[config.mk]
export PLATFORM = sky130hd
export DESIGN_NAME = vga_color_scheduler
export DESIGN_NICKNAME = d
export VERILOG_FILES = /design/src/rtl/vga_pkg.sv /design/src/rtl/rr_arbiter.sv /design/src/rtl/vga_color_scheduler.sv
export SDC_FILE = /design/constraint.sdc
export NUM_CORES = 1
export LEC_CHECK = 0
export ABC_AREA = 1
export CAP_MARGIN = 20
export CORE_UTILIZATION = 52
export DETAILED_ROUTE_END_ITERATION = 10
export MAX_ROUTING_LAYER = met4
export PLACE_DENSITY = 0.87
export RECOVER_POWER = 25
export SYNTH_ARGS = -nofsm -noshare
export SYNTH_HDL_FRONTEND = slang
export SYNTH_HIERARCHICAL = 1
export SYNTH_SLANG_ARGS = --single-unit
[constraint.sdc]
create_clock -name clk -period 4.3 [get_ports clk]
set_input_delay 0.645 -clock clk [delete_from_list [all_inputs] [get_ports clk]]
set_output_delay 0.645 -clock clk [all_outputs]
set_load 0.01 [all_outputs]
[src/rtl/vga_pkg.sv]
// Shared definitions for the VGA colour path: colour field layout and scheduler states.
package vga_pkg;

  localparam int COLOR_W = 8;

  typedef enum logic [2:0] {
    IDLE,
    WAIT_FRAME,
    SHOW,
    DRAIN,
    RELEASE
  } sched_state_t;

  // Colour byte layout {R[2:0],G[2:0],B[1:0]}
  function automatic logic [2:0] color_r(input logic [COLOR_W-1:0] c);
    return c[7:5];
  endfunction

  function automatic logic [2:0] color_g(input logic [COLOR_W-1:0] c);
    return c[4:2];
  endfunction

  function automatic logic [1:0] color_b(input logic [COLOR_W-1:0] c);
    return c[1:0];
  endfunction

endpackage

[src/rtl/rr_arbiter.sv]
// Combinational round-robin pick: first set request strictly after ptr, wrapping.
module rr_arbiter #(
  parameter int N_REQ = 4,
  parameter int IDX_W = (N_REQ > 1) ? $clog2(N_REQ) : 1
) (
  input  logic [N_REQ-1:0] req,
  input  logic [IDX_W-1:0] ptr,
  output logic [N_REQ-1:0] gnt,
  output logic [IDX_W-1:0] idx,
  output logic             vld
);

  always_comb begin
    gnt = '0;
    idx = '0;
    vld = 1'b0;
    // k runs 1..N_REQ so the last-served requester is considered last
    for (int k = 1; k <= N_REQ; k++) begin
      if (!vld && req[(int'(ptr) + k) % N_REQ]) begin
        vld = 1'b1;
        idx = IDX_W'((int'(ptr) + k) % N_REQ);
      end
    end
    if (vld) gnt[idx] = 1'b1;
  end

endmodule

[src/rtl/vga_color_scheduler.sv]
// Frame-synchronous owner of the vga_display colour inputs; one requester at a time,
// colour only changes on the VS falling edge so a frame is never split.
module vga_color_scheduler
  import vga_pkg::*;
#(
  parameter int N_REQ  = 4,
  parameter int HOLD_W = 4
) (
  input  logic                      clk,
  input  logic                      rst,
  input  logic                      vs,
  input  logic [N_REQ-1:0]          req,
  input  logic [COLOR_W*N_REQ-1:0]  color_in,
  input  logic [HOLD_W*N_REQ-1:0]   frames_in,
  input  logic [COLOR_W-1:0]        idle_color,
  output logic [N_REQ-1:0]          grant,
  output logic                      done,
  output logic                      busy,
  output logic [2:0]                R_control,
  output logic [2:0]                G_control,
  output logic [1:0]                B_control
);

  localparam int IDX_W = (N_REQ > 1) ? $clog2(N_REQ) : 1;

  logic [N_REQ-1:0][COLOR_W-1:0] color_a;
  logic [N_REQ-1:0][HOLD_W-1:0]  frames_a;
  assign color_a  = color_in;
  assign frames_a = frames_in;

  sched_state_t       state_q, state_d;
  logic [N_REQ-1:0]   grant_q, grant_d;
  logic               done_q, done_d;
  logic [COLOR_W-1:0] rgb_q, rgb_d;
  logic [COLOR_W-1:0] col_q, col_d;
  logic [HOLD_W-1:0]  frm_q, frm_d;
  logic [HOLD_W-1:0]  cnt_q, cnt_d;
  logic [IDX_W-1:0]   ptr_q, ptr_d;
  logic [IDX_W-1:0]   win_q, win_d;
  logic               vs_q;

  logic [N_REQ-1:0] arb_gnt;
  logic [IDX_W-1:0] arb_idx;
  logic             arb_vld;

  rr_arbiter #(.N_REQ(N_REQ), .IDX_W(IDX_W)) u_arb (
    .req (req),
    .ptr (ptr_q),
    .gnt (arb_gnt),
    .idx (arb_idx),
    .vld (arb_vld)
  );

  logic fb, abort;
  assign fb    = vs_q & ~vs;
  assign abort = ~req[win_q];

  always_comb begin
    state_d = state_q;
    grant_d = grant_q;
    done_d  = 1'b0;
    rgb_d   = rgb_q;
    col_d   = col_q;
    frm_d   = frm_q;
    cnt_d   = cnt_q;
    ptr_d   = ptr_q;
    win_d   = win_q;
    case (state_q)
      IDLE: begin
        if (fb) rgb_d = idle_color;
        if (arb_vld) begin
          grant_d = arb_gnt;
          win_d   = arb_idx;
          col_d   = color_a[arb_idx];
          frm_d   = (frames_a[arb_idx] == '0) ? HOLD_W'(1) : frames_a[arb_idx];
          state_d = WAIT_FRAME;
        end
      end
      WAIT_FRAME: begin
        if (abort) begin
          grant_d = '0;
          state_d = IDLE;
        end else if (fb) begin
          rgb_d   = col_q;
          cnt_d   = frm_q;
          state_d = SHOW;
        end
      end
      SHOW: begin
        // Expiry outranks a simultaneous abort so a completed hold always reports done
        if (fb && cnt_q == HOLD_W'(1)) begin
          rgb_d   = idle_color;
          grant_d = '0;
          done_d  = 1'b1;
          state_d = RELEASE;
        end else if (abort) begin
          grant_d = '0;
          state_d = DRAIN;
        end else if (fb) begin
          cnt_d = cnt_q - HOLD_W'(1);
        end
      end
      DRAIN: begin
        if (fb) begin
          rgb_d   = idle_color;
          ptr_d   = win_q;
          state_d = IDLE;
        end
      end
      RELEASE: begin
        ptr_d   = win_q;
        state_d = IDLE;
      end
      default: state_d = IDLE;
    endcase
  end

  always_ff @(posedge clk or negedge rst) begin
    if (!rst) begin
      state_q <= IDLE;
      grant_q <= '0;
      done_q  <= 1'b0;
      rgb_q   <= '0;
      col_q   <= '0;
      frm_q   <= '0;
      cnt_q   <= '0;
      ptr_q   <= '0;
      win_q   <= '0;
      vs_q    <= 1'b1;
    end else begin
      state_q <= state_d;
      grant_q <= grant_d;
      done_q  <= done_d;
      rgb_q   <= rgb_d;
      col_q   <= col_d;
      frm_q   <= frm_d;
      cnt_q   <= cnt_d;
      ptr_q   <= ptr_d;
      win_q   <= win_d;
      vs_q    <= vs;
    end
  end

  assign grant     = grant_q;
  assign done      = done_q;
  assign busy      = (state_q != IDLE);
  assign R_control = color_r(rgb_q);
  assign G_control = color_g(rgb_q);
  assign B_control = color_b(rgb_q);

endmodule

==> results.sh <==
export IMPL_dp_hpwl_mm=4.76
export IMPL_grt_pass1_wl_mm=10.6
export IMPL_avgSynthCellArea_um2=6.62
export IMPL_hold_buffers=0
export IMPL_cp_cell_sequence="clkdlybuf4s50_1 -> nand2_1 -> nand2_2 -> nand2_2 -> nand2_4 -> nand2_4 -> nand3_1 -> nand3_2 -> inv_1 -> inv_2 -> nor2_1 -> nor2_1 -> nor3_1 -> nand2_1 -> nand2_1"
export IMPL_cp_max_fo=26
export IMPL_cp_required_ns=4.53
export IMPL_arrival_ns=3.25
export IMPL_crit_type="input port to flip-flop"
export IMPL_gp_congestion=0.891
export IMPL_cts_setup_buffers=0
export IMPL_grt_max_degree=38
export IMPL_insertion_delay_ns=0.29
export IMPL_synth_top_area_cell="dfrtp_1"
export IMPL_core_area_mm2=0.00479
export IMPL_start_util_pct=54.6
export IMPL_drt_first_pass_iters=5
export IMPL_yosysSeqAreaShare_pct=35.5
export IMPL_hp_class="flip-flop to flip-flop"
export IMPL_setup_viol=0
export IMPL_vdd_drop_max_v=0.000368
export IMPL_synth_edff_count=0
export IMPL_yosysWarnings=6
export IMPL_die_x_um=72.9
export IMPL_route_vias_total=2699
export IMPL_fill_cells=383
export IMPL_async_flop_share_pct=100
export IMPL_yosysMostFrequentCell="nand2_1"
export IMPL_fin_nets=528
export IMPL_critPathSlowestCell="clkdlybuf4s50_1"
export IMPL_rows=25
export IMPL_cts_clk_slew_worst_paths_ns=0.07
export IMPL_cts_sinks=37
export IMPL_cts_buffers=5
export IMPL_finalCritPeriodShare_pct=70.3
export IMPL_grt_util_all_layers_pct=25.6
export IMPL_worst_pin_slew_ns=1.87
export IMPL_ys_top_cells_by_count="nand2_1, dfrtp_1, nor2_1"
export IMPL_wl_mm=6.11
export IMPL_boundaryPins=77
export IMPL_dieArea_mm2=0.00531
export IMPL_postPlaceCellArea_mm2=0.00338
export IMPL_cts_tree="built"
export IMPL_postSynthCellCount=395
export IMPL_min_period_ns=3.03
export IMPL_start_kind="input port"
export IMPL_crit_path_frequent_cell="nand2_1"
export IMPL_antenna_found_initial=0
export IMPL_synth_ff_type="dfrtp_1"
export IMPL_wl_per_cell_um=11.5
export IMPL_violations="capacitance limit, slew limit"
export IMPL_maxCapViolations=1
export IMPL_drive_gt1_share_pct=9.48
export IMPL_fin_area_mm2=0.00349
export IMPL_root_buffer="clkbuf_8"
export IMPL_ant_nets=0
export IMPL_synthesis_nets=460
export IMPL_syn_area_mm2=0.00261
export IMPL_synth_top_area_share_pct=34.5
export IMPL_tns_ns=0
export IMPL_synth_distinct_cells=31
export IMPL_antenna_cells=0
export IMPL_max_stage_delay_ns=0.54
export IMPL_relSlewSlack_pct=-24.5
export IMPL_post_drt_via_cell_ratio=5.08
export IMPL_grt_pass1_vias=2470
export IMPL_die_h_um=72.9
export IMPL_first_iter_violations=203
export IMPL_io_buffers=76
export IMPL_ys_ff_latch=37
export IMPL_status="finished, violations left"
export IMPL_drcViolationCount=0
export IMPL_syn_to_final_growth_pct=33.6
export IMPL_clock_path_buffers=2
export IMPL_overflow=0
export IMPL_cts_htree_levels=2
export IMPL_hold_viol_final=0
export IMPL_synth_area_leaders="dfrtp_1, nand2_1, nand3_1, o21ai_0, nor2_1"
export IMPL_p_leak_nw=1.73
export IMPL_final_core_util_pct=72.9
export IMPL_rsz0062_at_grt="false"
export IMPL_fmaxAchievable_mhz=331
export IMPL_power_density_mw_per_mm2=782
export IMPL_maxSlewViolCount=38
export IMPL_end_kind="flip-flop"
export IMPL_skew_ns=0.00615
export IMPL_ctsResizeCount=0
[layout by cell type, fill, tap and decap left out]
cell type        Yosys  routed
clkbuf_8             0       6
nor3_1               1       1
clkdlybuf4s50_1      0      74
nand2_1            149     149
bufinv_16            0       1
a21oi_1              6       6
dfrtp_1             36      36
o21ai_4              1       1
o21bai_1             4       4
nor2_1              33      33
nand4_1             12      12
dlygate4sd3_1        0       1
inv_2               10      10
nand2_4              5       5
nor2_2               2       2
o21ai_0             25      25
nor3_2               1       1
dfstp_2              1       1
a31oi_1              1       1
ha_1                 2       2
nand3_1             30      30
clkbuf_1             5       2
inv_1               23      23
o22ai_1              8       8
o21ai_2              1       1
xnor2_1              1       1
nand3_2              1       1
nor2_4               3       3
o21ai_1             11      11
nand2_2             11      11
nand3_4              1       1
a21boi_0             1       1
[worst paths after layout]
kind,endpoint,start,cells past startpoint,slack [ns]
worst max register to register,frm_q[0],ptr_q[0],16,1.40
worst min-delay path,rgb_q[7],rgb_q[7],2,0.47
max in group asynchronous,frm_q[3],rst,1,2.36
min in group asynchronous,grant[2],rst,1,0.85
worst max-delay path,frm_q[0],req[0],15,1.27
worst min register to register,rgb_q[7],rgb_q[7],2,0.47
[worst max-delay path, delay by kind of cell]
kind	cells	cell delay [ns]
simple gates	12	1.28
buf+inv	3	1.33
[kinds of logic after synthesis]
| group | Yosys count | share of synthesized area (%) |
|---|---|---|
| and+or+nand+nor | 249 | 42.9 |
| AOI/OAI and AO/OA | 58 | 12.6 |
| buffers and inverters | 48 | 7.71 |
| DFF | 37 | 35.5 |
| adders and majority gates | 2 | 0.957 |
| xor gates and xnor gates | 1 | 0.335 |
[registers in the layout (all words and copies together), names as in the netlist, 2 cells and up]
register,flops
col_q,8
rgb_q,8
cnt_q,4
frm_q,4
grant,4
state_q,3
ptr_q,2
win_q,2
[per-stage QoR]
step | power, mW | worst slack [ns] | instances | hold WS (ns)
6_report | 2.73 | 1.27 | 531 | 0.468
4_1_cts | 2.73 | 1.30 | 531 | 0.466
3_5_place_dp | 2.41 | 1.02 | 523 | 0.458
2_1_floorplan | 2.02 | 2.19 | 395 | 0.349
3_3_place_gp | 2.37 | 1.15 | 523 | 0.454
5_1_grt | 3.02 | 0.953 | 531 | 0.491
[layout make-up]
type	count	area [um^2]	share of cell area [%]
Clock buffer	7	86.3	2.47
Sequential cell	37	927	26.6
Inverter	33	124	3.55
Tap cell	67	83.8	2.40
Timing Repair Buffer	76	754	21.6
Clock inverter	1	30.0	0.860
Multi-Input combinational cell	310	1490	42.5
[layer usage]
layer  track usage, %  vias to the layer above  wire [um]
li1                 -                     1412          -
met1             33.8                     1191       2900
met2             40.5                       87       2830
met3             4.01                        9        300
met4             8.06                        0         82
met5                -                        -          0
[power breakdown]
group / leakage (nW) / total [mW] / internal (mW) / switching, mW
registers: 0.458 / 0.624 / 0.505 / 0.119
logic: 1.21 / 1.80 / 0.653 / 1.15
clock network: 0.0585 / 0.302 / 0.189 / 0.114
total: 1.73 / 2.73 / 1.35 / 1.38
(Power assumes the default switching activity.)
